==> config.mk <==
export PLATFORM = sky130hd
export DESIGN_NAME = wb_arbiter
export DESIGN_NICKNAME = d
export VERILOG_FILES = /design/src/rtl/wb_arbiter_pkg.sv /design/src/rtl/wb_fifo.sv /design/src/rtl/wb_arbiter.sv
export SDC_FILE = /design/constraint.sdc
export NUM_CORES = 1
export LEC_CHECK = 0
export BUFFER_PORTS_ARGS = -buffer_cell sky130_fd_sc_hd__buf_2
export CAP_MARGIN = 10
export CORE_UTILIZATION = 61
export DETAILED_ROUTE_END_ITERATION = 16
export GPL_ROUTABILITY_DRIVEN = 0
export GPL_TIMING_DRIVEN = 0
export HOLD_SLACK_MARGIN = 0.06
export PLACE_DENSITY = 0.92
export RECOVER_POWER = 50
export REMOVE_ABC_BUFFERS = 1
export SETUP_SLACK_MARGIN = 0.05
export SYNTH_ARGS = -nofsm -noshare
export SYNTH_HDL_FRONTEND = slang
export SYNTH_SLANG_ARGS = --single-unit
==> constraint.sdc <==
create_clock -name clk -period 8.2 [get_ports clk]
set_input_delay 0.82 -clock clk [delete_from_list [all_inputs] [get_ports clk]]
set_output_delay 0.82 -clock clk [all_outputs]
set_load 0.03 [all_outputs]
==> src/rtl/wb_arbiter_pkg.sv <==
// Shared types for the register-file write-back arbiter.
// Entry layout and FSM encoding used by the arbiter and its load queue.
package wb_arbiter_pkg;

  localparam int DW  = 32;
  localparam int RFW = 5;

  typedef enum logic {
    NORMAL,
    DRAIN
  } state_t;

  typedef struct packed {
    logic [RFW-1:0] rd;
    logic [DW-1:0]  data;
  } entry_t;

endpackage

==> src/rtl/wb_fifo.sv <==
// Small FIFO of pending load write-backs.
// Also reports which live entries target a given register.
module wb_fifo
  import wb_arbiter_pkg::*;
#(
  parameter int QDEPTH = 2
) (
  input  logic              clk,
  input  logic              rst,
  input  logic              push,
  input  logic              pop,
  input  entry_t            din,
  input  logic [RFW-1:0]    match_rd,
  output entry_t            head,
  output logic              full,
  output logic              empty,
  output logic [2:0]        count,
  output logic [QDEPTH-1:0] match
);

  // Storage is sized for the largest legal depth; pointers wrap at QDEPTH.
  localparam int SLOTS = 4;

  entry_t     mem [SLOTS];
  logic [3:0] vld;
  logic [1:0] wp;
  logic [1:0] rp;

  function automatic logic [1:0] nxt(input logic [1:0] p);
    return (p == 2'(QDEPTH - 1)) ? 2'd0 : p + 2'd1;
  endfunction

  always_ff @(posedge clk) begin
    if (rst) begin
      wp    <= '0;
      rp    <= '0;
      vld   <= '0;
      count <= '0;
    end else begin
      if (push) begin
        mem[wp] <= din;
        vld[wp] <= 1'b1;
        wp      <= nxt(wp);
      end
      if (pop) begin
        vld[rp] <= 1'b0;
        rp      <= nxt(rp);
      end
      count <= count + 3'(push) - 3'(pop);
    end
  end

  assign head  = mem[rp];
  assign full  = (count == 3'(QDEPTH));
  assign empty = (count == 3'd0);

  always_comb begin
    match = '0;
    for (int i = 0; i < QDEPTH; i++)
      match[i] = vld[i] && (mem[i].rd == match_rd);
  end

endmodule

==> src/rtl/wb_arbiter.sv <==
// Write-back arbiter: in-order ALU results vs. queued load results.
// ALU wins in NORMAL unless it would overtake a queued write to the same reg.
module wb_arbiter
  import wb_arbiter_pkg::*;
#(
  parameter int DW     = wb_arbiter_pkg::DW,
  parameter int RFW    = wb_arbiter_pkg::RFW,
  parameter int QDEPTH = 2
) (
  input  logic           clk,
  input  logic           rst,
  input  logic           alu_valid,
  input  logic [RFW-1:0] alu_reg,
  input  logic [DW-1:0]  alu_data,
  output logic           alu_ready,
  input  logic           ld_valid,
  input  logic [RFW-1:0] ld_reg,
  input  logic [DW-1:0]  ld_data,
  output logic           ld_ready,
  output logic           rf_we,
  output logic [RFW-1:0] wreg,
  output logic [DW-1:0]  wdata,
  output logic [2:0]     q_count
);

  state_t            state;
  entry_t            head;
  logic              full;
  logic              empty;
  logic [QDEPTH-1:0] match;
  logic              conflict;
  logic              alu_grant;
  logic              push;
  logic              pop;
  logic [2:0]        cnt_nxt;

  wb_fifo #(.QDEPTH(QDEPTH)) u_fifo (
    .clk      (clk),
    .rst      (rst),
    .push     (push),
    .pop      (pop),
    .din      ('{rd: ld_reg, data: ld_data}),
    .match_rd (alu_reg),
    .head     (head),
    .full     (full),
    .empty    (empty),
    .count    (q_count),
    .match    (match)
  );

  assign conflict  = (alu_reg != '0) && (|match);
  assign alu_ready = (state == NORMAL) && !conflict && !rst;
  assign ld_ready  = !full && !rst;
  assign alu_grant = alu_valid && alu_ready;
  // r0 loads are accepted but never take a queue slot.
  assign push      = ld_valid && ld_ready && (ld_reg != '0);
  assign pop       = !empty && !alu_grant && !rst;
  assign cnt_nxt   = q_count + 3'(push) - 3'(pop);

  always_ff @(posedge clk) begin
    if (rst) begin
      state <= NORMAL;
      rf_we <= 1'b0;
      wreg  <= '0;
      wdata <= '0;
    end else begin
      if (alu_grant) begin
        rf_we <= (alu_reg != '0);
        wreg  <= alu_reg;
        wdata <= alu_data;
      end else if (pop) begin
        rf_we <= (head.rd != '0);
        wreg  <= head.rd;
        wdata <= head.data;
      end else begin
        rf_we <= 1'b0;
      end
      unique case (state)
        NORMAL: if (cnt_nxt == 3'(QDEPTH)) state <= DRAIN;
        DRAIN:  if (cnt_nxt == 3'd0) state <= NORMAL;
        default: state <= NORMAL;
      endcase
    end
  end

endmodule
==> flow_summary.yaml <==
pwr:
  peakVddDrop_v: 0.000197
  powerDensity_nw_per_um2: 284
  p_leak_nw: 3.03
critical_path:
  crit_end: "state$_SDFF_PP0_"
  setup.worst_path.start_class: "input pin"
  r2r_setup_slack_ps: 4750
  reg2reg_to: "state$_SDFF_PP0_"
  path_max_fanout: 6
  crit_path_top_delay_cell: "a21oi_1"
  worstPathCellList: "buf_2 -> or4_4 -> nor2_4 -> nor2_1 -> a21oi_1 -> xnor2_1 -> ha_1 -> inv_1 -> fa_1 -> xnor2_1 -> xnor2_1 -> nor2_1 -> nor2_1 -> a211oi_1"
  cp.depth: 14
  end_kind: "register"
  crit_buf_inv: 2
  slowest_delay_ps: 590
  path_class: "input pin to register"
  worst_ep_required_time_ps: 8520
  reg2reg_from: "u_fifo.count[1]$_SDFF_PP0_"
  r2r_cells: 13
  startpoint: "alu_reg[1]"
  cp.arrival_ps: 4000
  crit_family: "simple AND/OR/NAND/NOR gates"
placement:
  dp_hpwl_um: 10800
  dp.cells: 722
  pre_cts_ws_ps: 4310
  placed_cell_area_um2: 8770
  numPortBuffers: 120
sta:
  final_max_slew_viol_count: 0
  setup_violations: 0
  worst_slack_ps: 4520
  skew_ps: 7.93
  hold_violations: 0
  relSlewSlack: 0.331
  rsz0062_at_grt: "no"
  tightest_slew_ps: 1000
  finalCritPeriodShare: 0.449
  whs_ps: 520
  timing.fmax_mhz: 272
  setup_tns_ps: 0
  fin_crit_ps: 3680
clocking:
  cts.sinks: 198
  cts_resized: 0
  cts-root-buf: "clkbuf_16"
  ctsHtreeMaxLevel: 4
  clk_pin_slew_worst_paths_ps: 70
  cts_buffer_depth: 2
  cts_tree: "yes"
  cts_setup_buffers: 0
  clock_latency_ps: 420
  numCtsBuffers: 17
  hold_buffers: 0
final_layout:
  layout-drive-gt1-share: 0.228
  diodes: 0
  fin_area_um2: 9260
  syn_to_final_growth_pct: 19.2
  post_layout_nonfiller_instances: 756
  nets: 655
run:
  maxCapViolCount: 0
detailed_routing:
  drc: 0
  postRouteAntennaNets: 0
  drtPass1Iterations: 6
  drt-initial-drc-count: 364
  drt-wirelength-per-cell_um: 21.6
  viasPerCell: 6.17
  wl_um: 16300
  vias: 4662
floorplan:
  ioPinCount: 121
  fp.dieW_um: 115
  core_area_um2: 12200
  start_util: 0.636
  die_area_um2: 13200
  die_y_um: 115
  rows: 40
synthesis:
  ys_seq_elements: 198
  syn_area_um2: 7770
  synth_top_area_frac: 0.572
  yosysSeqAreaShare: 0.701
  synth_async_sr_flop_share: 0
  synth.most_common_cell: "edfxtp_1"
  syn_area_per_cell_um2: 17.2
  ys.flop_type: "edfxtp_1"
  synthTopCellsByCount: "edfxtp_1 (148), dfxtp_1 (50), a21oi_1 (41)"
  ys_types: 35
  synth_area_leaders: "edfxtp_1 (57%), dfxtp_1 (13%), mux4_2 (11%)"
  synth_area_leader_cell: "edfxtp_1"
  synthCells: 451
  yosys_warnings: 0
  synth_edf_count: 148
global_route:
  grtUsageTotal: 0.272
  grt.overflow.total: 0
  antenna_found_initial: 1
  grt_pass1_wl_um: 25800
  grt_start_max_net_pins: 43
  grt_pass1_vias: 4692
outcome:
  outcome: "completed"
hold_path:
  worstHoldStart: "u_fifo.wp[1]$_SDFFE_PP0P_"
  hold_depth: 2
  min_path_type: "register to register"
==> worst min-delay path by stage <==
stage | endpoint | slack [ps]
floorplan | u_fifo.wp[1]$_SDFFE_PP0P_ | 440
global placement | u_fifo.wp[1]$_SDFFE_PP0P_ | 450
detailed placement | u_fifo.wp[1]$_SDFFE_PP0P_ | 490
CTS | u_fifo.rp[1]$_SDFFE_PP0P_ | 510
global route | u_fifo.wp[1]$_SDFFE_PP0P_ | 540
finish | u_fifo.wp[1]$_SDFFE_PP0P_ | 520
==> state kept, by name, summed over array words and instances, names as in the netlist, named ones only <==
name          count
u_fifo.rp         2
rf_we             1
state             1
wreg              5
u_fifo.wp         2
u_fifo.count      3
u_fifo.mem      148
wdata            32
u_fifo.vld        2
==> metal layers <==
layer | vias to the layer above | global-route usage | routed length (um)
met2 | 197 | 0.444 | 8330
li1 | 2087 | - | -
met3 | 19 | 0.0727 | 1220
met1 | 2357 | 0.356 | 6580
met5 | - | 0 | 13
met4 | 2 | 0.0952 | 196
==> placed cells by master, fill, tap and decap left out, types with 2 or more instances in the layout <==
cell and count:
buf_2 44, o221a_2 2, a21oi_1 41, buf_8 8, buf_6 3, nor2_1 10
or2_2 2, nand4_1 2, mux2i_1 40, buf_12 3, mux4_2 37, xnor2_1 14
inv_1 4, nor3_2 2, edfxtp_1 148, nor2_4 2, nor3_1 2, buf_16 4
o41ai_1 37, a311oi_1 2, dfxtp_2 2, clkbuf_16 17, bufinv_16 2, dfxtp_1 48
nand2_1 6, clkinv_1 6, clkbuf_1 84
==> area by class of cell <==
cell class / instances / area, um2
flip-flops and latches: 198 / 5450
fillers: 757 / 2950
multi-input cells: 214 / 2210
repair buffers: 139 / 833
clock buffers: 25 / 465
well taps: 168 / 210
clock inverters: 7 / 78.8
inverters: 5 / 18.8
==> logic make-up (layout without fill, tap and decap cells) <==
family / after synthesis / after routing / synth area share
AND/OR/NAND/NOR: 35 / 35 / 0.0237
multiplexers: 77 / 77 / 0.159
XOR/XNOR: 14 / 14 / 0.0158
AO/OA/AOI/OAI: 86 / 86 / 0.0766
adder cells (fa/ha/maj): 2 / 2 / 0.00419
flip-flops: 198 / 198 / 0.701
buffers and inverters: 39 / 176 / 0.0204
==> stage by stage <==
step	utilization	total power, mW
after global routing	0.758	2.74
after floorplan	-	1.69
after CTS	0.763	2.66
after detailed placement	0.718	1.88
final	0.758	2.63
after global placement	0.691	1.83
==> power by group <==
group	switching [mW]	internal (mW)
Sequential	0.0692	1.16
Clock	0.327	0.453
Combinational	0.354	0.270
==> worst reg2reg max path, stage by stage, from the launching register on <==
cell and delay [ps]:
dfxtp_1 380, nor3_1 450, or2_2 230, nor2_1 60, a21oi_1 590, xnor2_1 200, ha_1 170, inv_1 50
fa_1 370, xnor2_1 220, xnor2_1 130, nor2_1 170, nor2_1 70, a211oi_1 270
No activity file was read; power rests on OpenSTA's default activity.
